===== src/rtl/fetch_queue.sv =====
// Instruction fetch stage: drives the synchronous imem and buffers returned
// instructions with their PCs in a small prefetch FIFO presented to decode.
module fetch_queue #(
    parameter int PC_WIDTH = 12,
    parameter int DEPTH = 4,
    localparam int CW = $clog2(DEPTH) + 1
) (
    input  logic                clock,
    input  logic                reset,
    output logic [PC_WIDTH-1:0] address_imem,
    input  logic [31:0]         q_imem,
    input  logic                redirect_valid,
    input  logic [PC_WIDTH-1:0] redirect_target,
    output logic                out_valid,
    input  logic                out_ready,
    output logic [31:0]         out_insn,
    output logic [PC_WIDTH-1:0] out_pc,
    output logic [4:0]          out_opcode,
    output logic [CW-1:0]       count
);

    localparam int PW = $clog2(DEPTH);
    localparam logic [PC_WIDTH-1:0] PC_ONE = PC_WIDTH'(1);
    localparam logic [PW-1:0]       PTR_ONE = PW'(1);
    localparam logic [CW-1:0]       CNT_ONE = CW'(1);
    localparam logic [CW:0]         DEPTH_W = (CW + 1)'(DEPTH);

    logic [PC_WIDTH-1:0] fetch_pc;
    logic [PC_WIDTH-1:0] req_pc;
    logic                req_q;
    logic [31:0]         insn_mem [DEPTH];
    logic [PC_WIDTH-1:0] pc_mem [DEPTH];
    logic [PW-1:0]       rd_ptr;
    logic [PW-1:0]       wr_ptr;
    logic [CW-1:0]       count_q;

    logic                issue;
    logic                push;
    logic                pop;
    logic [CW:0]         pending;

    // An in-flight read reserves a slot, so a push can never land on a full FIFO.
    always_comb begin
        pending = {1'b0, count_q} + {{CW{1'b0}}, req_q};
        issue   = (pending < DEPTH_W);
        push    = req_q;
        pop     = out_valid & out_ready;
    end

    always_ff @(posedge clock) begin
        if (reset) begin
            fetch_pc <= '0;
            req_q    <= 1'b0;
            req_pc   <= '0;
            rd_ptr   <= '0;
            wr_ptr   <= '0;
            count_q  <= '0;
        end else if (redirect_valid) begin
            fetch_pc <= redirect_target;
            req_q    <= 1'b0;
            rd_ptr   <= '0;
            wr_ptr   <= '0;
            count_q  <= '0;
        end else begin
            if (issue) begin
                fetch_pc <= fetch_pc + PC_ONE;
                req_pc   <= fetch_pc;
                req_q    <= 1'b1;
            end else begin
                req_q    <= 1'b0;
            end
            if (push) begin
                wr_ptr <= wr_ptr + PTR_ONE;
            end
            if (pop) begin
                rd_ptr <= rd_ptr + PTR_ONE;
            end
            case ({push, pop})
                2'b10:   count_q <= count_q + CNT_ONE;
                2'b01:   count_q <= count_q - CNT_ONE;
                default: count_q <= count_q;
            endcase
        end
    end

    // Storage needs no reset; occupancy alone decides what is visible.
    always_ff @(posedge clock) begin
        if (!reset && !redirect_valid && push) begin
            insn_mem[wr_ptr] <= q_imem;
            pc_mem[wr_ptr]   <= req_pc;
        end
    end

    always_comb begin
        address_imem = fetch_pc;
        count        = count_q;
        out_valid    = (count_q != '0);
        out_insn     = out_valid ? insn_mem[rd_ptr] : 32'd0;
        out_pc       = out_valid ? pc_mem[rd_ptr] : '0;
        out_opcode   = out_insn[31:27];
    end

endmodule


===== config.mk =====
export PLATFORM = sky130hd
export DESIGN_NAME = fetch_queue
export DESIGN_NICKNAME = d
export VERILOG_FILES = /design/src/rtl/fetch_queue.sv
export SDC_FILE = /design/constraint.sdc
export NUM_CORES = 1
export LEC_CHECK = 0
export BUFFER_PORTS_ARGS = -buffer_cell sky130_fd_sc_hd__buf_4
export CAP_MARGIN = 10
export CORE_ASPECT_RATIO = 0.8
export CORE_MARGIN = 10
export CORE_UTILIZATION = 50
export CTS_CLUSTER_SIZE = 14
export DETAILED_ROUTE_END_ITERATION = 7
export PLACE_DENSITY = 0.68
export SYNTH_ARGS = -nofsm -noshare
export SYNTH_HDL_FRONTEND = slang
export SYNTH_SLANG_ARGS = --single-unit

===== constraint.sdc =====
create_clock -name clock -period 2.6 [get_ports clock]
set_clock_uncertainty 0.2 [all_clocks]
set_input_delay 0 -clock clock [delete_from_list [all_inputs] [get_ports clock]]
set_output_delay 0 -clock clock [all_outputs]
set_load 0.005 [all_outputs]

======== Yosys cells after proc, flatten, opt, wreduce, memory -nomap -nowiden ========
Memory sizes are Yosys's and may differ from the RTL's. A register that Yosys moved wholly into a read port is not among the register bits.
Index checks and enable logic that the tools add are counted.
cells by class
  $add $sub $neg .......................... 6
  magnitude comparators ................... 1
  eq/ne operators ......................... 2
  mux-type cells .......................... 12
  bitwise gates (word level) .............. 2
  reduce and logical (&&, ||, !) cells .... 9
operator list
  cell                                                  count
  2-to-1 mux 12 bit                                     3
  2-to-1 mux 32 bit                                     1
  adder 12 x 1 -> 12 bit (second input constant)        1
  2-to-1 mux 2 bit                                      4
  one-hot mux 3 bit (2 select lines)                    1
  adder 2 x 1 -> 2 bit (second input constant)          2
  adder 3 x 1 -> 4 bit                                  1
  < comparator 4 x 3 -> 1 bit (second input constant)   1
  nonzero test 2 bit                                    2
  adder 3 x 1 -> 3 bit (second input constant)          1
  2-to-1 mux 1 bit                                      3
  nonzero test 3 bit                                    1
  subtractor 3 x 1 -> 3 bit (second input constant)     1
  equality test 2 x 1 -> 1 bit (second input constant)  1
  equality test 2 bit (second input constant)           1
  logical AND 1 bit                                     2
  zero test 1 bit                                       2
  AND reduction 2 bit                                   1
  OR reduction 2 bit                                    1
  AND 1 bit                                             1
  NOT 1 bit                                             1
storage, ports and cells
  register bits after elaboration ......... 32
  RAM bits ................................ 176
  output and inout port bits .............. 65
  memories kept ........................... 2
memory list
  memory    depth  bits a word  rd ports  clocked after memory_dff  write ports  RTL line  text
  insn_mem  4      32           1         1                         1            31        logic [31:0] insn_mem [DEPTH];
  pc_mem    4      12           1         1                         1            32        logic [PC_WIDTH-1:0] pc_mem [DEPTH];

======== Longest topological paths before layout ========
Gate-level depths: netlist of the first run.
  depth after elaboration ................. 5
  depth in mapped cells ................... 9
  mapped depth without buffers ............ 8

======== Worst setup path before layout of the first run ========
No wires, ideal clock.
  kind .................................... register to register
  start ................................... reg count_q[0], in the netlist count[0]
  end ..................................... reg count_q[2], in the netlist count[2]
  arrival ................................. 2.120 ns
  setup slack ............................. 0.210 ns
  stages on the path, launching flop included .. 10
  path buffers ............................ 1
  cells stage by stage .................... dfxtp_1 -> or3_1 -> clkbuf_1 -> and2_1 -> ha_1 -> inv_1 -> fa_1 -> xor2_1 -> or3_1 -> a21oi_1
between the ends
  longest elaborated chain between the ends .. 4
  elaborated cells between the ends (all ways) .. 8
RTL lines
  element                                                                          RTL line  text
  start, declared                                                                  35        logic [CW-1:0] count_q;
  start signal, assigned                                                           79        2'b10: count_q <= count_q + CNT_ONE;
  start signal, assigned                                                           80        2'b01: count_q <= count_q - CNT_ONE;
  start signal, assigned                                                           81        default: count_q <= count_q;
  nonzero test 3 bit                                                               97        out_valid = (count_q != '0);
  AND 1 bit                                                                        47        pop = out_valid & out_ready;
  equality test 2 x 1 -> 1 bit / equality test 2 bit (equally long branches)       78        case ({push, pop})
  one-hot mux 3 bit (2 select lines) / nonzero test 2 bit (equally long branches)  n/a
Several ways; a longest one is shown, not always the timed one.
A chain may end at the register's enable or synchronous reset.

======== Worst setup path in the final report of the first run ========
  start ................................... reg count_q[1], in the netlist count[1]
  end ..................................... reg fetch_pc[0], in the netlist address_imem[0]
between the ends
  longest elaborated chain between the ends .. 3
RTL lines
  element                       RTL line  text
  adder 3 x 1 -> 4 bit          44        pending = {1'b0, count_q} + {{CW{1'b0}}, req_q};
  < comparator 4 x 3 -> 1 bit   45        issue = (pending < DEPTH_W);
  nonzero test 2 bit (no line)  n/a
  end signal, assigned          59        fetch_pc <= redirect_target;
  end signal, assigned          66        fetch_pc <= fetch_pc + PC_ONE;
  end, declared                 28        logic [PC_WIDTH-1:0] fetch_pc;
Every way passes these cells.

==> metrics, run 1 <==
post-DP HPWL 10330 um; TritonCTS sink count 210; status completed; most common cell after layout, fill and taps aside sky130_fd_sc_hd__edfxtp_1; maximum number of pins on one net before global-route repair 47; number of max-cap violations 0; post-synthesis net count 520; number of synthesized flops with an enable pin 176; max_slew headroom 0.5446; hold crit path type in -> reg; Mapped Avg Cell Area 17.78 um2; port bufs 112; worst setup path class reg -> reg; async set-or-reset flop fraction in the synthesized netlist 0; DR vias/cell 5.229; Worst path most repeated cell sky130_fd_sc_hd__dlygate4sd3_1; Starting Density 0.5165; number of global-route vias before repair 5070; post-synthesis register bit count 210; Achievable Freq 413.3 MHz; area of the mapped netlist 8267 um2; Initial DRT Pass Iterations 4; Max FO, Critical Path 7; wire length of the first global-routing pass 27350 um; core area 16010 um2; endpoint class of the critical path flip-flop; fin. max-slew vios 0; Worst Setup Slack post-DPL 0.3247 ns; most used flip-flop cell after synthesis sky130_fd_sc_hd__edfxtp_1; DRC violation total after the first TritonRoute iteration 305; area growth from synthesis to final layout 29.65%; Die Area 22110 um2; total CTS buffers 20; commonest cells after routing, fill and taps aside 176 x sky130_fd_sc_hd__edfxtp_1, 114 x sky130_fd_sc_hd__buf_4, 72 x sky130_fd_sc_hd__dlygate4sd3_1; setup total negative slack 0 ns; post-route antenna net violation count 0; source-to-sink clock delay at the later pin of the worst-skew pair 0.49 ns; routed wire length 16810 um; die span in y 135.0 um; # fillers 1108; Data arrival, critical path 2.59 ns; crit start category flip-flop; part of the Yosys area used for sequential elements 0.7217; setup repair after global routing missed its margin false; number of antenna repair diodes 0; final RePlAce weighted congestion 0.8176; final worst setup slack 0.1807 ns; clock-pin slew on the worst setup and hold paths 0.06 ns; worst-case clock buffer depth 3; fin area 10720 um2; power per cell area 635.9 nW/um2; Static Leakage 3.777 nW; Final Hold Viols 0; fin crit period 2.419 ns; Final setup viols 0; number of distinct library cells after synthesis 36; endpoint required time on the critical path 2.78 ns; CTS tree built; final core area utilization 0.6696; buffer and inverter count on the worst path 2; average detailed-routed wire length per instance 19.13 um; library cell contributing the largest single delay on the critical path sky130_fd_sc_hd__dlygate4sd3_1; die width 163.8 um; Congestion Overflow GR 0; top-level I/O count 113; via count 4596; H-tree levels 1; Period Utilization, post-route 0.9305; GRT Resource Usage Total 0.1549; maximum vdd ir drop 0.0004376 V; Post-Synthesis Cells 465; family of cells with the greatest summed delay on the critical path buffers and inverters; root buffer cell sky130_fd_sc_hd__clkbuf_16; net count reported at finish 706; cell breakdown of the critical path a31o_4, xnor2_1, mux2i_1, dlygate4sd3_1, nor2_1, dlygate4sd3_1; total number of yosys warnings 0; initial antenna violation count 0; Tightest Pin Transition 0.6806 ns; Placed Area 9383 um2; Max stage delay on crit path 0.57 ns; FP Rows 41; layout cell share with drive strength beyond 1 0.3178; total DRC errors in the routed layout 0
==> cells by family (layout without fill, tap and decap cells) <==
group	after synthesis	after routing	share of synthesized area
DFF	210	210	0.7217
adders and majority gates	7	7	0.01150
buffers and inverters	37	236	0.02225
AOI/OAI and AO/OA	28	28	0.02331
xor gates and xnor gates	16	16	0.01695
muxes	46	46	0.1223
and+or+nand+nor	121	121	0.08203
==> timing repair <==
item | 4_1_cts | 5_1_grt
hold buffers | 72 | 0
gates resized for setup | 0 | 1
endpoints found under the hold margin | 162 | 0
buffers inserted | 0 | 0
endpoints found under the setup margin | 0 | 1
==> path summary, 6_finish.rpt <==
check             slack, ns         endpoint       start  cells past startpoint
setup / recovery       0.18  address_imem[0]    count[1]                      6
hold / removal         0.06  insn_mem[3][26]  q_imem[26]                      2
setup reg to reg       0.18  address_imem[0]    count[1]                      6
hold reg to reg        0.30        req_pc[7]   req_pc[7]                      2
==> registers in the layout (all words and copies together), names as in the netlist, named ones only <==
name          count
address_imem     12
count             3
insn_mem        128
pc_mem           48
push              1
rd_ptr            2
req_pc           12
wr_ptr            2
==> power breakdown <==
part | total (W) | internal [W] | switching, W
combinational | 0.000404 | 0.000240 | 0.000165
clock | 0.00268 | 0.00155 | 0.00113
sequential | 0.00373 | 0.00368 | 0.0000503
==> cells in the mapped netlist (5+ instances only) <==
| library cell | n | share of area |
|---|---|---|
| sky130_fd_sc_hd__nand2_1 | 29 | 0.013 |
| sky130_fd_sc_hd__mux4_2 | 44 | 0.12 |
| sky130_fd_sc_hd__xnor2_1 | 10 | 0.011 |
| sky130_fd_sc_hd__and2_1 | 45 | 0.034 |
| sky130_fd_sc_hd__a211oi_1 | 8 | 0.0073 |
| sky130_fd_sc_hd__clkbuf_1 | 11 | 0.0050 |
| sky130_fd_sc_hd__ha_1 | 6 | 0.0091 |
| sky130_fd_sc_hd__and3_2 | 5 | 0.0045 |
| sky130_fd_sc_hd__nor2_1 | 23 | 0.010 |
| sky130_fd_sc_hd__a21oi_1 | 14 | 0.0085 |
| sky130_fd_sc_hd__buf_1 | 5 | 0.0023 |
| sky130_fd_sc_hd__dfxtp_1 | 34 | 0.082 |
| sky130_fd_sc_hd__inv_1 | 8 | 0.0036 |
| sky130_fd_sc_hd__edfxtp_1 | 176 | 0.64 |
| sky130_fd_sc_hd__buf_4 | 9 | 0.0082 |
| sky130_fd_sc_hd__xor2_1 | 6 | 0.0064 |
==> per-layer routing <==
metal	vias up	track usage	wire [um]
li1	2147	-	-
met1	2301	0.1969	7172
met2	130	0.2624	8308
met3	18	0.03949	1114
met4	0	0.03370	216
met5	-	0	0
==> cell type report <==
| class | count | area, um2 | share of cell area |
|---|---|---|---|
| inverters | 8 | 30.03 | 0.002802 |
| well taps | 215 | 269.0 | 0.02510 |
| repair buffers | 193 | 1717 | 0.1602 |
| flip-flops and latches | 210 | 5972 | 0.5572 |
| clock inverters | 8 | 35.03 | 0.003269 |
| multi-input cells | 218 | 2117 | 0.1975 |
| clock buffers | 27 | 578.1 | 0.05393 |
==> through the flow <==
step	cells	total power, W	hold slack, ns
5_1_grt	879	0.007063	0.06056
6_report	879	0.006816	0.05879
3_3_place_gp	772	0.004102	-0.001203
4_1_cts	879	0.006878	0.04598
2_1_floorplan	465	0.003931	-0.1011
3_5_place_dp	772	0.004118	0.003772
Power figures use the tool's default switching activity.
==> inputs of run 2 (changes only) <==
Settings changed: BUFFER_PORTS_ARGS -buffer_cell sky130_fd_sc_hd__buf_4 to not set, DONT_BUFFER_PORTS set to 1, PLACE_DENSITY 0.68 to 0.62, SKIP_LAST_GASP set to 1.
==> run 2 against run 1 <==
  * Clock-buffer cell count grew 1
  * Final area shrank 10%
  * Power shrank 2.6%
  * Critical path type unchanged
  * Largest cell class unchanged
  * First-iteration DRC count shrank 41%
  * Register-to-register slack gained 0.03 ns
  * Clock power shrank 1%
  * Wire length shrank 4.5%
  * Non-clock buffer count shrank 129
  * Sequential share of layout area grew 6.1 points
  * Highest routed layer unchanged
==> metrics, run 2 (same netlist as run 1, synthesis figures left out) <==
status completed; cell count along the critical path 6 (unchanged); instance count along the most critical hold path 1 (-1); worst reg-to-reg path cell count 6 (unchanged); FP Rows 41 (unchanged); die width 163.8 um (unchanged); buffer and inverter count on the worst path 2 (unchanged); Max FO, Critical Path 6 (-1); initial antenna violation count 0 (unchanged); setup total negative slack 0 ns (unchanged); fin. max-slew vios 0 (unchanged); Final Hold Viols 0 (unchanged); total CTS buffers 21 (+5.0%); final RePlAce weighted congestion 0.7678 (-6.1%); H-tree levels 1 (unchanged); top-level I/O count 113 (unchanged); area growth from synthesis to final layout 16.74%; most common cell after layout, fill and taps aside sky130_fd_sc_hd__edfxtp_1; total DRC errors in the routed layout 0 (unchanged); Initial DRT Pass Iterations 4 (unchanged); cell breakdown of the critical path ha_1, inv_1, or3_1, xor2_1, a211oi_2, dlygate4sd3_1; number of max-cap violations 0 (unchanged); Period Utilization, post-route 0.9203 (-0.01017); worst-case clock buffer depth 3 (unchanged); CTS tree built; number of antenna repair diodes 0 (unchanged); Worst Setup Slack post-DPL 0.2529 ns (-0.07180 ns); root buffer cell sky130_fd_sc_hd__clkbuf_16; maximum vdd ir drop 0.0004354 V (-0.50%); source-to-sink clock delay at the later pin of the worst-skew pair 0.48 ns (about the same); layout cell share with drive strength beyond 1 0.1925 (-0.1252); fin crit period 2.393 ns (-0.02645 ns); crit start category flip-flop; Static Leakage 3.091 nW (-18%); via count 4141 (-9.9%); Data arrival, critical path 2.62 ns (+0.03 ns); Final setup viols 0 (unchanged); commonest cells after routing, fill and taps aside 176 x sky130_fd_sc_hd__edfxtp_1, 50 x sky130_fd_sc_hd__dlygate4sd3_1, 45 x sky130_fd_sc_hd__and2_1; wire length of the first global-routing pass 25230 um (-7.7%); max reg flops 128 (unchanged); register name with the most flops insn_mem; net count reported at finish 578 (-18%); post-DP HPWL 9922 um (-3.9%); number of global-route vias before repair 4476 (-12%); core area 16010 um2 (unchanged); final worst setup slack 0.2071 ns (+0.02646 ns); power per cell area 687.6 nW/um2 (+8.1%); Power Total 0.006636 W (-2.6%); setup repair after global routing missed its margin false; Starting Density 0.5165 (unchanged); library cell contributing the largest single delay on the critical path sky130_fd_sc_hd__dlygate4sd3_1; TritonCTS sink count 210 (unchanged); routed wire length 16060 um (-4.5%); DR vias/cell 5.521 (+5.6%); Max stage delay on crit path 0.57 ns (about the same); endpoint class of the critical path flip-flop; maximum number of pins on one net before global-route repair 47 (unchanged); port bufs 0 (-100%); clock-pin slew on the worst setup and hold paths 0.06 ns (about the same); Largest regs insn_mem: 128 flops, pc_mem: 48 flops; GRT Resource Usage Total 0.1450 (-0.009866); endpoint required time on the critical path 2.82 ns (+0.04 ns); post-route antenna net violation count 0 (unchanged); CTS-repair resized insts 0 (unchanged); hold crit path type in -> reg; average detailed-routed wire length per instance 21.41 um (+12%); Tightest Pin Transition 1.006 ns (+0.3259 ns); max_slew headroom 0.3268 (-0.2178); family of cells with the greatest summed delay on the critical path buffers and inverters; die span in y 135.0 um (unchanged); Congestion Overflow GR 0 (unchanged); Register-to-Register Setup Slack 0.21 ns (+0.03 ns); Achievable Freq 417.9 MHz (+1.1%); worst setup path class reg -> reg; Die Area 22110 um2 (unchanged); DRC violation total after the first TritonRoute iteration 181 (-41%)
==> run 2: cell count changes in the layout (fill, tap and decap cells not counted), sizes merged <==
cell         change
clkbuf           +1
clkinv           -1
dlygate4sd3     -22
buf            -107
==> run 2: metal layers <==
layer / wire, um / track usage / vias up / part of all wire
li1: - / - / 1894 / -
met2: 7892 / 0.2453 / 117 / 0.49
met4: 266 / 0.03122 / 0 / 0.017
met1: 6866 / 0.1818 / 2109 / 0.43
met5: 0 / 0 / - / 0
met3: 1030 / 0.04192 / 21 / 0.064
==> run 2: cell type report <==
type                    instances  area, um2
inverters                       8      30.03
fillers                      1194       6355
repair buffers                 64      668.1
multi-input cells             218       2118
clock inverters                 7      32.53
flip-flops and latches        210       5971
well taps                     215      269.0
clock buffers                  28      561.8
==> run 2: through the flow <==
step	utilization	instance area, um2	hold WS, ns	std cells
2_1_floorplan	-	8267	-0.1011	465
3_3_place_gp	0.5346	8556	-0.1313	665
3_5_place_dp	0.5346	8556	-0.1297	665
4_1_cts	0.6030	9651	0.006787	750
5_1_grt	0.6030	9651	0.03025	750
6_report	0.6030	9651	0.02930	750
==> run 2: where the power goes <==
group	leakage, nW	total, W	switching, W	internal (W)
sequential	1.87	0.00373	0.0000501	0.00368
clock	0.296	0.00264	0.00114	0.00151
combinational	0.921	0.000260	0.000134	0.000126
total	3.09	0.00664	0.00132	0.00531
==> run 2: repair_timing <==
item / CTS / global route
hold buffers: 50 / 0
setup buffers: 0 / 0
hold endpoints to repair: 213 / 0
==> run 2: worst paths after layout <==
check | endpoint | from
setup / recovery | address_imem[6] | address_imem[0]
hold / removal | insn_mem[1][29] | q_imem[29]
setup reg to reg | address_imem[6] | address_imem[0]
hold reg to reg | req_pc[5] | req_pc[5]
==> inputs of run 3 (changes only) <==
Settings changed: BUFFER_PORTS_ARGS set to -buffer_cell sky130_fd_sc_hd__buf_4, CTS_BUF_LIST set to sky130_fd_sc_hd__clkbuf_16, DONT_BUFFER_PORTS 1 to not set, PLACE_DENSITY 0.62 to 0.68.
==> run 3 against run 2 <==
  * Highest routed layer unchanged
  * Largest cell class unchanged
  * Via count grew 11%
  * Setup slack worse by 0.020 ns
  * Critical path depth stayed put
  * Register-to-register slack lost 0.02 ns
  * Power up 1.2%
  * Critical endpoint is now address_imem[0]
  * Non-clock buffer count rose by 129
  * Combinational power up 56%
  * Final area up 11%
==> metrics, run 3 (same netlist as run 1, synthesis figures left out) <==
Period Utilization, post-route 0.9282 (+0.007835); max reg flops 128 (unchanged); area growth from synthesis to final layout 29.29%; routed wire length 16900 um (+5.2%); maximum vdd ir drop 0.0004344 V (-0.24%); TritonCTS sink count 210 (unchanged); worst setup path class reg -> reg; net count reported at finish 706 (+22%); number of antenna repair diodes 0 (unchanged); Initial DRT Pass Iterations 4 (unchanged); source-to-sink clock delay at the later pin of the worst-skew pair 0.49 ns (about the same); core area 16010 um2 (unchanged); fin. max-slew vios 0 (unchanged); final core area utilization 0.6678 (+0.06481); total DRC errors in the routed layout 0 (unchanged); H-tree levels 1 (unchanged); max_slew headroom 0.5404 (+0.2136); buffers inserted during post-CTS setup optimization 0 (unchanged); final RePlAce weighted congestion 0.8176 (+6.5%); crit start category flip-flop; Achievable Freq 414.4 MHz (-0.84%); initial antenna violation count 0 (unchanged); Static Leakage 3.776 nW (+22%); Final Hold Viols 0 (unchanged); Final setup viols 0 (unchanged); die width 163.8 um (unchanged); final worst hold slack 0.05796 ns (+0.02866 ns); CTS tree built; port bufs 112 (+112); most common cell after layout, fill and taps aside sky130_fd_sc_hd__edfxtp_1; Largest regs insn_mem: 128 flops, pc_mem: 48 flops; power per cell area 628.5 nW/um2 (-8.6%); status completed; Congestion Overflow GR 0 (unchanged); fin area 10690 um2 (+11%); Placed Area 9383 um2 (+9.7%); Max FO, Critical Path 7 (+1); number of max-cap violations 0 (unchanged); maximum number of pins on one net before global-route repair 47 (unchanged); worst-case clock buffer depth 3 (unchanged); GRT Resource Usage Total 0.1548 (+0.009766); clock-pin slew on the worst setup and hold paths 0.06 ns (about the same); number of global-route vias before repair 5061 (+13%); die span in y 135.0 um (unchanged); endpoint required time on the critical path 2.77 ns (-0.05 ns); wire length of the first global-routing pass 27300 um (+8.2%); endpoint class of the critical path flip-flop; hold crit path type in -> reg; commonest cells after routing, fill and taps aside 176 x sky130_fd_sc_hd__edfxtp_1, 114 x sky130_fd_sc_hd__buf_4, 72 x sky130_fd_sc_hd__dlygate4sd3_1; fin crit period 2.413 ns (+0.02037 ns); top-level I/O count 113 (unchanged); total CTS buffers 20 (-4.8%); Tightest Pin Transition 0.6868 ns (-0.3196 ns); setup repair after global routing missed its margin false; via count 4609 (+11%); Die Area 22110 um2 (unchanged); register name with the most flops insn_mem; post-DP HPWL 10330 um (+4.1%); Starting Density 0.5165 (unchanged); DR vias/cell 5.243 (-5.0%); layout cell share with drive strength beyond 1 0.3148 (+0.1222); root buffer cell sky130_fd_sc_hd__clkbuf_16; post-route antenna net violation count 0 (unchanged); FP Rows 41 (unchanged); setup total negative slack 0 ns (unchanged); Data arrival, critical path 2.59 ns (-0.03 ns); average detailed-routed wire length per instance 19.22 um (-10%); DRC violation total after the first TritonRoute iteration 302 (+67%)
-- run 3: timing repair --
action / 4_1_cts / 5_1_grt
hold buffers: 72 / 0
endpoints found under the hold margin: 162 / 0
gates resized for setup: 0 / 1
endpoints found under the setup margin: 0 / 1
-- run 3: layer usage --
layer	track usage	wire length (um)	vias up
li1	-	-	2145
met1	0.1974	7267	2317
met2	0.2615	8337	125
met3	0.03949	1093	22
met4	0.03370	198	0
met5	0	0	-
-- run 3: power by group --
| part | total [W] | internal, W | switching [W] |
|---|---|---|---|
| sequential | 0.00373 | 0.00368 | 0.0000504 |
| clock | 0.00258 | 0.00145 | 0.00113 |
| combinational | 0.000406 | 0.000240 | 0.000166 |
| total | 0.00672 | 0.00537 | 0.00134 |
-- run 3: worst max-delay path, cell delays in order, from the launching register on --
cell and delay, ns:
sky130_fd_sc_hd__dfxtp_1 0.37, sky130_fd_sc_hd__a31o_4 0.31, sky130_fd_sc_hd__xnor2_1 0.14, sky130_fd_sc_hd__mux2i_1 0.12
sky130_fd_sc_hd__dlygate4sd3_1 0.56, sky130_fd_sc_hd__nor2_1 0.04, sky130_fd_sc_hd__dlygate4sd3_1 0.57
-- run 3: final cells by class --
class / count / area [um2]
Clock buffer: 21 / 525.5
Clock inverter: 14 / 57.56
Timing Repair Buffer: 193 / 1717
Multi-Input combinational cell: 218 / 2117
Tap cell: 215 / 269.0
Fill cell: 1115 / 5318
Sequential cell: 210 / 5972
Inverter: 8 / 30.03
-- run 3: worst paths after layout --
path | start | to | slack (ns) | cells past startpoint
setup / recovery | count[1] | address_imem[0] | 0.19 | 6
hold / removal | q_imem[26] | insn_mem[3][26] | 0.06 | 2
hold reg to reg | req_pc[7] | req_pc[7] | 0.30 | 2
setup reg to reg | count[1] | address_imem[0] | 0.19 | 6
-- run 3: through the flow --
stage                     setup WS, ns  total power [W]  cells
after floorplan                 0.2101         0.003931    465
after global placement          0.4199         0.004102    772
after detailed placement        0.3247         0.004118    772
after CTS                      0.07857         0.006775    879
after global routing           0.03774         0.006964    879
final                           0.1868         0.006717    879
